--- src/rtl/bpu_pkg.sv ---
// Shared definitions for the gshare branch predictor: 2-bit counter encodings
// and the saturating counter update.
package bpu_pkg;

   localparam int CTR_W = 2;

   typedef enum logic [CTR_W-1:0] {
      SNT = 2'b00,
      WNT = 2'b01,
      WT  = 2'b10,
      ST  = 2'b11
   } ctr_e;

   function automatic logic [CTR_W-1:0] ctr_next(input logic [CTR_W-1:0] state,
                                                  input logic             taken);
      logic [CTR_W-1:0] nxt;
      nxt = state;
      case (state)
         SNT:     nxt = taken ? WNT : SNT;
         WNT:     nxt = taken ? WT  : SNT;
         WT:      nxt = taken ? ST  : WNT;
         ST:      nxt = taken ? ST  : WT;
         default: nxt = state;
      endcase
      return nxt;
   endfunction

endpackage

--- src/rtl/bpu_btb.sv ---
// Tagged direct-mapped branch target buffer: combinational read port,
// single synchronous write port, asynchronous clear of all entries.
module bpu_btb import bpu_pkg::*; #(
   parameter int INDEX_W = 4,
   parameter int TAG_W   = 26
) (
   input  logic               clk,
   input  logic               rst_n,
   input  logic [INDEX_W-1:0] rd_idx,
   input  logic [TAG_W-1:0]   rd_tag,
   output logic               rd_hit,
   output logic [31:0]        rd_target,
   input  logic               wr_en,
   input  logic [INDEX_W-1:0] wr_idx,
   input  logic [TAG_W-1:0]   wr_tag,
   input  logic [31:0]        wr_target
);

   localparam int unsigned ENTRIES = 1 << INDEX_W;

   logic [ENTRIES-1:0] valid;
   logic [TAG_W-1:0]   tags    [ENTRIES];
   logic [31:0]        targets [ENTRIES];

   always_ff @(posedge clk or negedge rst_n) begin
      if (!rst_n) begin
         valid <= '0;
         for (int unsigned i = 0; i < ENTRIES; i++) begin
            tags[i]    <= '0;
            targets[i] <= '0;
         end
      end else if (wr_en) begin
         valid[wr_idx]   <= 1'b1;
         tags[wr_idx]    <= wr_tag;
         targets[wr_idx] <= wr_target;
      end
   end

   // Reads see pre-write contents; a same-cycle write lands for the next read.
   always_comb begin
      rd_hit    = valid[rd_idx] && (tags[rd_idx] == rd_tag);
      rd_target = targets[rd_idx];
   end

endmodule

--- src/rtl/gshare_bpu.sv ---
// gshare predictor top: PHT of 2-bit counters, speculative GHR with repair,
// index hashing, BTB instance and registered prediction outputs to Fetch.
module gshare_bpu import bpu_pkg::*; #(
   parameter int               INDEX_W  = 4,
   parameter int               GHR_W    = 4,
   parameter logic [CTR_W-1:0] CTR_INIT = 2'b01
) (
   input  logic             clk,
   input  logic             rst_n,
   input  logic             if_valid,
   input  logic [31:0]      if_pc,
   output logic             pred_valid,
   output logic             pred_taken,
   output logic [31:0]      pred_target,
   output logic [GHR_W-1:0] pred_ghr,
   input  logic             ex_valid,
   input  logic [31:0]      ex_pc,
   input  logic [GHR_W-1:0] ex_ghr,
   input  logic             ex_taken,
   input  logic [31:0]      ex_target,
   input  logic             ex_mispredict
);

   localparam int          TAG_W   = 30 - INDEX_W;
   localparam int unsigned ENTRIES = 1 << INDEX_W;

   logic [GHR_W-1:0]   ghr;
   logic [CTR_W-1:0]   pht [ENTRIES];

   logic [INDEX_W-1:0] if_idx;
   logic [TAG_W-1:0]   if_tag;
   logic [INDEX_W-1:0] ex_idx;
   logic [TAG_W-1:0]   ex_tag;
   logic [CTR_W-1:0]   if_ctr;
   logic               btb_hit;
   logic [31:0]        btb_target;
   logic               lookup_taken;
   logic               unused_pc_lsbs;

   assign unused_pc_lsbs = ^{if_pc[1:0], ex_pc[1:0]};

   always_comb begin
      if_idx       = if_pc[INDEX_W+1:2] ^ INDEX_W'(ghr);
      if_tag       = if_pc[31:INDEX_W+2];
      ex_idx       = ex_pc[INDEX_W+1:2] ^ INDEX_W'(ex_ghr);
      ex_tag       = ex_pc[31:INDEX_W+2];
      if_ctr       = pht[if_idx];
      lookup_taken = btb_hit & if_ctr[CTR_W-1];
   end

   bpu_btb #(
      .INDEX_W (INDEX_W),
      .TAG_W   (TAG_W)
   ) u_btb (
      .clk       (clk),
      .rst_n     (rst_n),
      .rd_idx    (if_idx),
      .rd_tag    (if_tag),
      .rd_hit    (btb_hit),
      .rd_target (btb_target),
      .wr_en     (ex_valid),
      .wr_idx    (ex_idx),
      .wr_tag    (ex_tag),
      .wr_target (ex_target)
   );

   always_ff @(posedge clk or negedge rst_n) begin
      if (!rst_n) begin
         for (int unsigned i = 0; i < ENTRIES; i++) begin
            pht[i] <= CTR_INIT;
         end
      end else if (ex_valid) begin
         pht[ex_idx] <= ctr_next(pht[ex_idx], ex_taken);
      end
   end

   // Repair from Execute wins over a same-cycle speculative shift.
   always_ff @(posedge clk or negedge rst_n) begin
      if (!rst_n) begin
         ghr <= '0;
      end else if (ex_valid && ex_mispredict) begin
         ghr <= {ex_ghr[GHR_W-2:0], ex_taken};
      end else if (if_valid && btb_hit) begin
         ghr <= {ghr[GHR_W-2:0], if_ctr[CTR_W-1]};
      end
   end

   always_ff @(posedge clk or negedge rst_n) begin
      if (!rst_n) begin
         pred_valid  <= 1'b0;
         pred_taken  <= 1'b0;
         pred_target <= '0;
         pred_ghr    <= '0;
      end else begin
         pred_valid <= if_valid;
         if (if_valid) begin
            pred_taken  <= lookup_taken;
            pred_target <= lookup_taken ? btb_target : if_pc + 32'd4;
            pred_ghr    <= ghr;
         end
      end
   end

endmodule

--- config.mk ---
export PLATFORM = sky130hd
export DESIGN_NAME = gshare_bpu
export DESIGN_NICKNAME = d
export VERILOG_FILES = /design/src/rtl/bpu_pkg.sv /design/src/rtl/bpu_btb.sv /design/src/rtl/gshare_bpu.sv
export SDC_FILE = /design/constraint.sdc
export NUM_CORES = 2
export LEC_CHECK = 0
export ABC_AREA = 1
export BUFFER_PORTS_ARGS = -buffer_cell sky130_fd_sc_hd__buf_4
export CORE_UTILIZATION = 35
export CTS_CLUSTER_DIAMETER = 80
export DETAILED_ROUTE_END_ITERATION = 10
export PLACE_DENSITY_LB_ADDON = 0.15
export SLEW_MARGIN = 10
export SYNTH_ARGS = -nofsm -noshare
export SYNTH_HDL_FRONTEND = slang
export SYNTH_HIERARCHICAL = 1
export SYNTH_SLANG_ARGS = --single-unit
--- constraint.sdc ---
create_clock -name clk -period 3.1 [get_ports clk]
set_input_delay 0.465 -clock clk [delete_from_list [all_inputs] [get_ports clk]]
set_output_delay 0.465 -clock clk [all_outputs]
set_load 0.02 [all_outputs]
==> run summary <==
=================================================================================
Result of the run .................................................. complete, but fails checks
Violated checks .................................................... negative setup slack
Sw Ratio ...........................................................        34.4%
Crit path DAT ......................................................      3.74 ns
Number of library cell types mapped by synthesis ...................           39
Post-detailed-placement half-perimeter wirelength ..................   103,000 µm
Post-Synthesis Net Count ...........................................        6,370
Transition at the pin with the smallest max-transition slack .......      1.14 ns
FF+latch count, synth ..............................................        1,018
Hold Vio Cnt, Final ................................................            0
Critical-path maximum fanout .......................................            6
Floorplan die area .................................................  142,000 µm²
Via count ..........................................................       42,800
Placement row count ................................................          136
Number of maximum-capacitance violations ...........................            0
Max Clk Rate .......................................................    0.320 GHz
Vias in the first global route .....................................       40,400
Deepest clock path buffer count ....................................            3
Cell-internal power ................................................      31.5 mW
Post-route setup slack .............................................   -0.0248 ns
Final Core Density .................................................        42.6%
Clk network pwr share ..............................................        29.7%
First-pass GRT wire length .........................................   262,000 µm
Critical path origin ...............................................       ghr[0]
Number of I/O port buffers .........................................          141
Initial standard-cell utilization of the core ......................        35.5%
Horizontal die dimension ...........................................       376 µm
Headroom to the max-slew limit .....................................        23.7%
Depth of the most critical reg-to-reg path .........................           24
Overflow left after global routing .................................            0
Placer congestion estimate .........................................        0.837
Number of buffers created by CTS ...................................          117
RSZ-0062 raised after global routing ...............................         true
Remaining antenna violation count ..................................            0
Final setup violation count ........................................            9
Type of element capturing the critical path ........................    flip-flop
# placed instances .................................................        8,048
Slack of the worst reg-to-reg path .................................     -0.02 ns
Seq/Total Area, Yosys ..............................................        52.0%
Antenna violations before repair ...................................           13
Post-Route Skew ....................................................    0.0452 ns
Source of the worst register-to-register timing path ...............       ghr[0]
Gate count of the mapped netlist ...................................        6,263
Die span in y ......................................................       376 µm
TritonCTS clock tree ...............................................        built
Min-delay worst type ...............................................    in -> reg
Routed via count divided by cell count .............................         5.11
Net count reported at finish .......................................        6,503
Shortest period the worst path allows ..............................      3.12 ns
Post-synthesis area per instance ...................................     7.83 µm²
Number of sinks driven by the clock tree ...........................        1,018
Net switching component of the power ...............................      16.5 mW
Source-to-sink clock delay at the later pin of the worst-skew pair .      0.74 ns
WS Path Type .......................................................   reg -> reg
Area contributors post-synth ....................................... dfrtp_1 51%, nand2_1 14%, o21ai_0 11%
Commonest non-fill, non-tap cell in the layout .....................      nand2_1
Overall routed net length ..........................................   175,000 µm
End point of the critical path .....................................       ghr[1]
Cell chosen for the clock root .....................................    clkbuf_16
R2R Path End .......................................................       ghr[1]
Count of synthesis-stage warnings from yosys .......................            6
Worst vdd rail ir drop .............................................     0.519 mV
Area share of the leading cell type in the synthesized netlist .....        51.1%
CP Data Required Time ..............................................      3.71 ns
Number of ports placed on the die boundary .........................          144
Placeable core area ................................................  138,000 µm²
Startpoint kind of the worst setup timing path .....................    flip-flop
Final worst path period share ......................................         101%
H-tree depth reported by CTS .......................................            3
Remaining design rule violation count ..............................            0
Most used cells in the layout excluding fill and tap cells ......... 1,818 x nand2_1, 1,102 x o21ai_0, 1,001 x dfrtp_1
WL/cell ............................................................      20.9 µm
Combined global-route utilization of all metal layers ..............        24.3%
Number of slew-limit violations in the final report ................            0
Power per cell area ................................................   817 nW/µm²
Relative contribution of combinational cells to total power ........        29.1%
Synth area leader ..................................................      dfrtp_1
First-pass DRT Iterations ..........................................            5
Relative area change from synthesis to final layout ................        19.9%
Filler-free cell count of the finished design ......................        8,365
Initial drt markers ................................................        4,175
Largest net degree at the start of global routing ..................          131
Part of the total power dissipated in sequential elements ..........        41.2%
Layout cell share with drive strength beyond 1 .....................        11.4%
Post-synth design cell area ........................................   49,000 µm²
Total leakage power ................................................      28.0 nW
Clock Pin Slew Worst Setup and Hold Paths ..........................      0.06 ns
=================================================================================
[critical path, cell delays in order (launching register included)]
cell and delay (ns):
dfrtp_1 0.41, nand2_2 0.14, nand2_8 0.11, buf_12 0.18
buf_12 0.15, buf_16 0.14, o211ai_1 0.22, nand3_1 0.13
nand3_2 0.11, nand2_1 0.06, nand2_1 0.05, nand2_1 0.04
nor2_1 0.08, buf_4 0.14, nand2_2 0.05, nor2_2 0.12
nand2_2 0.07, nor2_4 0.12, buf_12 0.15, buf_6 0.11
nand2_1 0.05, nand2_2 0.12, inv_2 0.05, nand2_1 0.05
o221ai_1 0.10
[synthesized netlist by cell type, drive strengths merged]
library cell	n
o22ai	1
and3	1
clkbuf	290
dfrtp	1002
o221ai	2
xor2	19
nor3b	1
nand4	40
or2	2
nand3b	4
nor2	204
nand3	443
ha	1
o211ai	161
nand2	1851
buf	174
o21ai	1235
inv	654
nor3	10
a21oi	137
xnor2	15
dfstp	16
[power by group through the flow]
stage	clock (mW)	sequential [mW]	combinational [mW]
final	14.3	19.8	14.0
after global routing	15.1	20.3	15.8
after CTS	14.5	19.7	13.6
after detailed placement	0	19.9	13.1
after global placement	0	19.9	13.0
after floorplan	0	19.5	8.74
[worst min-delay path by stage]
stage,start,to,slack [ns],cells past startpoint
3_3_place_gp,u_btb/valid[0],u_btb/valid[0],0.43,2
3_5_place_dp,u_btb/valid[8],u_btb/valid[8],0.44,2
2_1_floorplan,rst_n,ghr[0],0.17,0
6_report,if_pc[0],pred_target[0],0.06,5
5_1_grt,if_pc[0],pred_target[0],0.04,5
4_1_cts,if_pc[0],pred_target[0],0.02,5
[through the flow]
step           TNS (ns)  hold WS (ns)  instance area [µm²]  power (mW)  setup WS, ns
2_1_floorplan         0         0.169                49000        28.2         0.216
3_3_place_gp     -18.82         0.435                53200        32.8        -0.576
3_5_place_dp     -18.14         0.438                53200        33.1        -0.544
4_1_cts               0        0.0202                58200        47.9      0.000506
5_1_grt           -6.20        0.0387                58800        51.1        -0.214
6_report         -0.108        0.0638                58800        48.0       -0.0248
[sequential cells by signal (all words and copies together) (netlist names)]
name / flops
ghr: 4
pht: 32
pred_ghr: 4
pred_taken: 1
pred_target: 32
pred_valid: 1
u_btb/tags: 416
u_btb/targets: 512
u_btb/valid: 16
[layout make-up]
type | instances | area [µm²]
diodes | 5 | 12.5
clock buffers | 188 | 3600
clock inverters | 32 | 392
fillers | 14100 | 79400
inverters | 654 | 2510
multi-input cells | 4127 | 19300
flip-flops and latches | 1018 | 25500
well taps | 1863 | 2330
repair buffers | 476 | 5190
repair inverters | 2 | 22.5
[cells by family (layout without fill, tap and decap cells)]
family	count (synthesis)	after routing	share of synthesized area, %
AOI/OAI and AO/OA	1536	1536	16.5
other	0	5	0
DFF	1018	1018	52.0
xor gates and xnor gates	34	34	0.638
adders and majority gates	1	1	0.0255
buffers and inverters	1118	1352	9.57
and+or+nand+nor	2556	2556	21.2
[per-layer routing]
layer / vias up / GRT usage, % / wire (µm)
li1: 20400 / - / -
met1: 20800 / 34.1 / 79900
met2: 1246 / 39.3 / 80800
met3: 276 / 2.86 / 8410
met4: 4 / 7.06 / 5610
met5: - / 0 / 26
[repair_timing]
action,4_1_cts,5_1_grt
hold buffers,62,0
endpoints found under the setup margin,37,37
setup buffers,10,5
hold endpoints to repair,287,0
gates resized for setup,40,75
cloned,7,9
pin swaps,8,32
(Power assumes the default switching activity.)
